**src/rtl/wb_pkg.sv**
```systemverilog
// Shared definitions for the writeback stage: RV opcodes that bypass the ALU,
// load funct3 encodings and the stage FSM state encoding.
package wb_pkg;

  localparam logic [6:0] OP_LUI   = 7'b0110111;
  localparam logic [6:0] OP_AUIPC = 7'b0010111;
  localparam logic [6:0] OP_JAL   = 7'b1101111;
  localparam logic [6:0] OP_JALR  = 7'b1100111;

  localparam logic [2:0] F3_LB  = 3'b000;
  localparam logic [2:0] F3_LH  = 3'b001;
  localparam logic [2:0] F3_LW  = 3'b010;
  localparam logic [2:0] F3_LD  = 3'b011;
  localparam logic [2:0] F3_LBU = 3'b100;
  localparam logic [2:0] F3_LHU = 3'b101;
  localparam logic [2:0] F3_LWU = 3'b110;

  typedef enum logic {
    RUN       = 1'b0,
    WAIT_LOAD = 1'b1
  } wb_state_e;

endpackage

```
**src/rtl/load_ext.sv**
```systemverilog
// Combinational load lane extraction: shifts the raw aligned word down by the
// byte offset, then sign- or zero-extends the selected byte/half/word.
module load_ext
  import wb_pkg::*;
#(
  parameter int XLEN = 32,
  parameter int OFFW = $clog2(XLEN/8)
) (
  input  logic [2:0]      funct3,
  input  logic [OFFW-1:0] addr_lo,
  input  logic [XLEN-1:0] raw_data,
  output logic [XLEN-1:0] load_data
);

  logic [XLEN-1:0] lane;

  always_comb begin
    lane = raw_data >> {addr_lo, 3'b000};
    case (funct3)
      F3_LB:   load_data = XLEN'($signed(lane[7:0]));
      F3_LH:   load_data = XLEN'($signed(lane[15:0]));
      F3_LW:   load_data = XLEN'($signed(lane[31:0]));
      F3_LBU:  load_data = XLEN'(lane[7:0]);
      F3_LHU:  load_data = XLEN'(lane[15:0]);
      F3_LWU:  load_data = XLEN'(lane[31:0]);
      // LD; on RV32 the full lane is the word, so 011 degenerates to LW
      default: load_data = lane;
    endcase
  end

endmodule

```
**src/rtl/wb_pipe_stage.sv**
```systemverilog
// Writeback stage: picks the retiring result and drives a registered RF write port;
// late loads park in WAIT_LOAD. Define WB_RETIRE_CNT_EN to add the 64-bit retire_cnt output.
//
// state     | meaning
// RUN       | ready for a new instruction (in_ready=1)
// WAIT_LOAD | load accepted without data, waiting for mem_rsp_valid
module wb_pipe_stage
  import wb_pkg::*;
#(
  parameter int XLEN = 32,
  parameter int OFFW = $clog2(XLEN/8)
) (
  input  logic            clk,
  input  logic            rst_n,
  input  logic            in_valid,
  output logic            in_ready,
  input  logic [6:0]      in_opcode,
  input  logic [2:0]      in_funct3,
  input  logic [4:0]      in_rd,
  input  logic            in_reg_write,
  input  logic            in_mem_to_reg,
  input  logic [XLEN-1:0] in_pc_plus_imm,
  input  logic [XLEN-1:0] in_pc_plus_four,
  input  logic [XLEN-1:0] in_imm,
  input  logic [XLEN-1:0] in_alu_data,
  input  logic [OFFW-1:0] in_addr_lo,
  input  logic            mem_rsp_valid,
  input  logic [XLEN-1:0] mem_rsp_data,
  output logic            rf_we,
  output logic [4:0]      rf_waddr,
  output logic [XLEN-1:0] rf_wdata
`ifdef WB_RETIRE_CNT_EN
  ,
  output logic [63:0]     retire_cnt
`endif
);

  typedef struct packed {
    logic [6:0]      opcode;
    logic [2:0]      funct3;
    logic [4:0]      rd;
    logic            reg_write;
    logic            mem_to_reg;
    logic [XLEN-1:0] pc_plus_imm;
    logic [XLEN-1:0] pc_plus_four;
    logic [XLEN-1:0] imm;
    logic [XLEN-1:0] alu_data;
    logic [OFFW-1:0] addr_lo;
  } instr_t;

  wb_state_e       state_q, state_d;
  instr_t          hold_q, hold_d, in_instr, cur;
  logic            accept, cmplt;
  logic [XLEN-1:0] load_data, result;
  logic            rf_we_q, rf_we_d;
  logic [4:0]      rf_waddr_q, rf_waddr_d;
  logic [XLEN-1:0] rf_wdata_q, rf_wdata_d;

  always_comb begin
    in_instr.opcode       = in_opcode;
    in_instr.funct3       = in_funct3;
    in_instr.rd           = in_rd;
    in_instr.reg_write    = in_reg_write;
    in_instr.mem_to_reg   = in_mem_to_reg;
    in_instr.pc_plus_imm  = in_pc_plus_imm;
    in_instr.pc_plus_four = in_pc_plus_four;
    in_instr.imm          = in_imm;
    in_instr.alu_data     = in_alu_data;
    in_instr.addr_lo      = in_addr_lo;
  end

  // In RUN the retiring instruction is the one on the inputs; in WAIT_LOAD it is the held load.
  assign cur      = (state_q == RUN) ? in_instr : hold_q;
  assign in_ready = (state_q == RUN);
  assign accept   = in_valid & in_ready;

  load_ext #(.XLEN(XLEN), .OFFW(OFFW)) u_load_ext (
    .funct3    (cur.funct3),
    .addr_lo   (cur.addr_lo),
    .raw_data  (mem_rsp_data),
    .load_data (load_data)
  );

  always_comb begin
    state_d = state_q;
    hold_d  = hold_q;
    cmplt   = 1'b0;
    case (state_q)
      RUN: begin
        if (accept) begin
          hold_d = in_instr;
          if (!in_mem_to_reg || mem_rsp_valid) cmplt   = 1'b1;
          else                                 state_d = WAIT_LOAD;
        end
      end
      WAIT_LOAD: begin
        if (mem_rsp_valid) begin
          cmplt   = 1'b1;
          state_d = RUN;
        end
      end
      default: state_d = RUN;
    endcase
  end

  always_comb begin
    if (cur.opcode == OP_LUI)                              result = cur.imm;
    else if (cur.opcode == OP_AUIPC)                       result = cur.pc_plus_imm;
    else if (cur.opcode == OP_JAL || cur.opcode == OP_JALR) result = cur.pc_plus_four;
    else if (cur.mem_to_reg)                               result = load_data;
    else                                                   result = cur.alu_data;

    rf_we_d    = cmplt & cur.reg_write & (cur.rd != 5'd0);
    rf_waddr_d = rf_we_d ? cur.rd : rf_waddr_q;
    rf_wdata_d = rf_we_d ? result : rf_wdata_q;
  end

  always_ff @(posedge clk or negedge rst_n) begin
    if (!rst_n) begin
      state_q    <= RUN;
      hold_q     <= '0;
      rf_we_q    <= 1'b0;
      rf_waddr_q <= '0;
      rf_wdata_q <= '0;
    end else begin
      state_q    <= state_d;
      hold_q     <= hold_d;
      rf_we_q    <= rf_we_d;
      rf_waddr_q <= rf_waddr_d;
      rf_wdata_q <= rf_wdata_d;
    end
  end

  assign rf_we    = rf_we_q;
  assign rf_waddr = rf_waddr_q;
  assign rf_wdata = rf_wdata_q;

`ifdef WB_RETIRE_CNT_EN
  logic [63:0] retire_cnt_q, retire_cnt_d;

  assign retire_cnt_d = retire_cnt_q + 64'(cmplt);

  always_ff @(posedge clk or negedge rst_n) begin
    if (!rst_n) retire_cnt_q <= '0;
    else        retire_cnt_q <= retire_cnt_d;
  end

  assign retire_cnt = retire_cnt_q;
`endif

endmodule
```
**config.mk**
```make
export PLATFORM = sky130hd
export DESIGN_NAME = wb_pipe_stage
export DESIGN_NICKNAME = d
export VERILOG_FILES = /design/src/rtl/wb_pkg.sv /design/src/rtl/load_ext.sv /design/src/rtl/wb_pipe_stage.sv
export SDC_FILE = /design/constraint.sdc
export NUM_CORES = 1
export LEC_CHECK = 0
export CORE_UTILIZATION = 40
export DETAILED_ROUTE_END_ITERATION = 10
export DONT_BUFFER_PORTS = 1
export SYNTH_ARGS = -nofsm -noshare
export SYNTH_HDL_FRONTEND = slang
export SYNTH_SLANG_ARGS = --single-unit
```
**constraint.sdc**
```tcl
create_clock -name clk -period 3.65 [get_ports clk]
set_input_delay 0.9125 -clock clk [delete_from_list [all_inputs] [get_ports clk]]
set_output_delay 0.9125 -clock clk [all_outputs]
set_load 0.01 [all_outputs]
```
==> impl_metrics.env <==
export IMPL_outcome="finished, final reports clean"
export IMPL_largest_family_of_logic_cells_by_synthesized_area="simple AND/OR/NAND/NOR gates"
export IMPL_timing_critical_path_arrival_ns=3.59
export IMPL_synthArstFlopShare_pct=100
export IMPL_cts_hold_fix_buffers=0
export IMPL_crit_path_max_incr_delay_ns=1.03
export IMPL_global_route_usage_met1_pct=31.3
export IMPL_net_switching_power_mw=1.73
export IMPL_insertion_delay_ns=0.43
export IMPL_drt_iter0_markers=852
export IMPL_numCtsBuffers=17
export IMPL_max_clock_freq_ghz=0.305
export IMPL_die_height_um=165
export IMPL_grt_max_degree=187
export IMPL_floorplan_die_width_um=165
export IMPL_wirelength_mm=33.9
export IMPL_global_route_usage_met2_pct=40.0
export IMPL_area_grow_syn2layout_pct=7.04
export IMPL_synth_yosys_warnings=0
export IMPL_total_leakage_power_nw=5.15
export IMPL_crit_path_max_fanout=33
export IMPL_place_worst_setup_slack_ns=0.354
export IMPL_worstHoldPathType="input port to async pin"
export IMPL_grt_pass1_vias=8485
export IMPL_num_vias=8845
export IMPL_cts_tree="yes"
export IMPL_report_final_hold_viol_count=0
export IMPL_dpl_hpwl_mm=24.2
export IMPL_power_frac_seq_pct=49.3
export IMPL_drt_pass1_iterations=5
export IMPL_clk_transition_reported_paths_ns=0.07
export IMPL_synth_xor_xnor_area_share_pct=0
export IMPL_final_period_utilization_pct=89.8
export IMPL_track_usage_pct=25.1
export IMPL_dominantRegCellSynth="sky130_fd_sc_hd__dfrtp_1"
export IMPL_grt_busiest_layer="met2"
export IMPL_syn_avg_cell_area_um2=8.26
export IMPL_post_route_min_period_ns=3.28
export IMPL_final_worst_clock_skew_ns=0.00930
export IMPL_post_cts_setup_buffers=0
export IMPL_drive_above_1_share_pct=7.15
export IMPL_rows=59
export IMPL_synth_mux_area_fraction_pct=12.2
export IMPL_detail_route_antenna_nets=0
export IMPL_layout_cells_non_filler=1579
export IMPL_ff2ff_setup_slack_ns=0.37
export IMPL_fin_tns_setup_ns=0
export IMPL_drt_wirelength_per_cell_um=21.5
export IMPL_max_slew_headroom_pct=17.5
export IMPL_die_area_um2=27200
export IMPL_place_gp_congestion=0.864
export IMPL_start_util_pct=40.7
export IMPL_power_share_clock_pct=32.6
export IMPL_drt_vias_per_instance=5.60
export IMPL_setup_failing_eps_final=0
export IMPL_antenna_found_initial=0
export IMPL_cts_root_to_sink_buffers=2
export IMPL_timing_critical_path_slowest_stage_cell="sky130_fd_sc_hd__a2111oi_0"
export IMPL_switching_share_pct=31.8
export IMPL_setup_repair_after_global_routing_missed_its_margin="false"
export IMPL_numPortBuffers=0
export IMPL_drv_cap=0
export IMPL_ys_ff_latch=186
export IMPL_synth_compound_area_share_pct=14.9
export IMPL_syn_cell_area_um2=10600
export IMPL_diodes_inserted=0
export IMPL_final_max_slew_viol_count=0
export IMPL_synth_edf_count=0
export IMPL_cts_sink_count=186
export IMPL_drc=0
export IMPL_met3_usage_pct=8.64
export IMPL_clk_root_buffer_cell="sky130_fd_sc_hd__clkbuf_16"
export IMPL_synth_adder_area_share_pct=0
export IMPL_post_place_cells=1548
export IMPL_postSynthCellCount=1285
export IMPL_grt_first_pass_wirelength_mm=51.0
export IMPL_htree_levels=4
export IMPL_distinct_cell_type_count_of_the_synthesized_netlist=50
export IMPL_finalWorstSetupSlack_ns=0.371
export IMPL_final_nets=1415
export IMPL_overflow=0
export IMPL_path_cells="mux2_4 -> buf_4 -> nand2_1 -> a22oi_1 -> a2111oi_0 -> o21ai_0 -> a221o_1"
export IMPL_placeableCoreArea_um2=26100
export IMPL_ctsResizeCount=0
export IMPL_mappedNetlistNets=1468
export IMPL_worstSetupStartpointType="register"
export IMPL_criticalPathCategory="register to register"
export IMPL_critPathCaptureType="register"
export IMPL_worst_ir_drop_vdd_mv=0.231
export IMPL_power_combinational_fraction_pct=18.0
export IMPL_synth_simple_gate_area_share_pct=24.8
export IMPL_data_required_time_at_the_worst_endpoint_ns=3.96
export IMPL_pin_count=222
export IMPL_power_density_nw_per_um2=481
export IMPL_ys_seq_area_share_pct=43.9
export IMPL_max_slew_worst_pin_slew_ns=1.24
export IMPL_power_report_internal_total_mw=3.72
-- layout make-up --
cell class	count	area, um2
Clock buffer	20	437
Fill cell	2582	14700
Clock inverter	11	98.8
Multi-Input combinational cell	1000	5540
Timing Repair Buffer	24	193
Tap cell	335	419
Sequential cell	186	4660
Inverter	3	11.3
-- cells in the final DEF, fill, tap and decap left out, types with 3 or more instances in the layout --
cell type,synthesis,final
sky130_fd_sc_hd__nor2b_1,35,34
sky130_fd_sc_hd__clkbuf_1,55,3
sky130_fd_sc_hd__nor4_1,4,4
sky130_fd_sc_hd__nor3_1,22,22
sky130_fd_sc_hd__buf_4,7,23
sky130_fd_sc_hd__clkinvlp_4,0,3
sky130_fd_sc_hd__and2_1,17,17
sky130_fd_sc_hd__a221oi_1,11,11
sky130_fd_sc_hd__mux2_2,23,23
sky130_fd_sc_hd__a221o_1,10,9
sky130_fd_sc_hd__clkbuf_16,0,17
sky130_fd_sc_hd__dfrtp_1,186,185
sky130_fd_sc_hd__o22ai_1,11,11
sky130_fd_sc_hd__nand2_1,511,510
sky130_fd_sc_hd__o221ai_1,10,10
sky130_fd_sc_hd__inv_1,3,3
sky130_fd_sc_hd__mux2i_1,102,99
sky130_fd_sc_hd__a31oi_1,5,5
sky130_fd_sc_hd__o21ai_1,14,14
sky130_fd_sc_hd__nand2b_1,3,3
sky130_fd_sc_hd__nand3_1,5,5
sky130_fd_sc_hd__clkinv_2,0,4
sky130_fd_sc_hd__nor2_1,29,29
sky130_fd_sc_hd__a2111oi_0,22,22
sky130_fd_sc_hd__a21oi_1,58,58
sky130_fd_sc_hd__o21ai_0,42,42
sky130_fd_sc_hd__a211oi_1,35,35
-- state kept, by name, indices dropped and copies added, names as in the netlist --
register  flops
hold_q      147
rf_wdata     32
state_q       1
rf_we         1
rf_waddr      5
-- cells in the mapped netlist (2+ instances only) --
library cell,number,area [um2]
sky130_fd_sc_hd__nor2b_1,35,219
sky130_fd_sc_hd__a32oi_1,2,17.5
sky130_fd_sc_hd__buf_4,7,52.6
sky130_fd_sc_hd__buf_2,24,120
sky130_fd_sc_hd__a2111oi_0,22,193
sky130_fd_sc_hd__nor2_1,29,109
sky130_fd_sc_hd__mux2_2,23,259
sky130_fd_sc_hd__nor4_1,4,25.0
sky130_fd_sc_hd__a22o_1,2,17.5
sky130_fd_sc_hd__nor3b_1,2,15.0
sky130_fd_sc_hd__mux2i_1,102,1020
sky130_fd_sc_hd__buf_6,3,33.8
sky130_fd_sc_hd__o21ai_0,42,210
sky130_fd_sc_hd__nand2b_1,3,18.8
sky130_fd_sc_hd__a221o_1,10,100
sky130_fd_sc_hd__a21oi_2,2,17.5
sky130_fd_sc_hd__a211oi_2,2,25.0
sky130_fd_sc_hd__a221oi_1,11,96.3
sky130_fd_sc_hd__a31oi_1,5,31.3
sky130_fd_sc_hd__nor3_1,22,110
sky130_fd_sc_hd__and3_1,2,12.5
sky130_fd_sc_hd__clkbuf_1,55,206
sky130_fd_sc_hd__dfrtp_1,186,4650
sky130_fd_sc_hd__a211oi_1,35,263
sky130_fd_sc_hd__o32ai_1,2,17.5
sky130_fd_sc_hd__o22ai_1,11,68.8
sky130_fd_sc_hd__a21oi_1,58,290
sky130_fd_sc_hd__nand2_1,511,1920
sky130_fd_sc_hd__inv_1,3,11.3
sky130_fd_sc_hd__and2_1,17,106
sky130_fd_sc_hd__nand3b_1,2,15.0
sky130_fd_sc_hd__nand4b_1,2,17.5
sky130_fd_sc_hd__nand3_1,5,25.0
sky130_fd_sc_hd__buf_1,6,22.5
sky130_fd_sc_hd__o221ai_1,10,87.6
sky130_fd_sc_hd__o21ai_1,14,70.1
-- through the flow --
step           utilization, %  hold slack (ns)  total power [mW]  instance area (um2)
2_1_floorplan               -            0.438              3.41                10600
3_3_place_gp             41.5            0.449              3.69                10800
3_5_place_dp             41.5            0.454              3.71                10800
4_1_cts                  43.6            0.165              5.50                11400
5_1_grt                  43.6            0.154              5.74                11400
6_report                 43.6            0.186              5.46                11400
-- worst max-delay path, delay by kind of cell (launching register included) --
family	cells	cell delay (ns)
compound gates	4	1.76
buf+inv	1	0.22
flops	1	0.73
mux	1	0.35
simple gates	1	0.10
-- cells by family (layout without fill, tap and decap cells) --
family / Yosys count / count (layout)
simple gates: 639 / 639
compound gates: 235 / 235
buf+inv: 99 / 58
mux: 126 / 126
flops: 186 / 186
-- path summary, 6_finish.rpt --
check	startpoint	to	cells past startpoint
hold reg to reg	hold_q[119]	hold_q[119]	2
setup reg to reg	state_q	rf_wdata[22]	7
setup / recovery	state_q	rf_wdata[22]	7
hold / removal	rst_n	hold_q[124]	0
max in group asynchronous	rst_n	rf_wdata[17]	0
min in group clk	hold_q[119]	hold_q[119]	2
-- power groups by stage --
stage	clock network, mW	logic (mW)	registers (mW)
global placement	0	0.968	2.72
CTS	1.82	0.991	2.69
floorplan	0	0.788	2.62
finish	1.78	0.985	2.69
global route	1.90	1.11	2.73
detailed placement	0	0.989	2.73
-- routing by layer --
layer / wire length [um] / vias to the layer above
met1: 13800 / 4212
met2: 15700 / 308
met5: 0 / -
met3: 3490 / 38
met4: 969 / 0
li1: - / 4287
(Power assumes the default switching activity.)
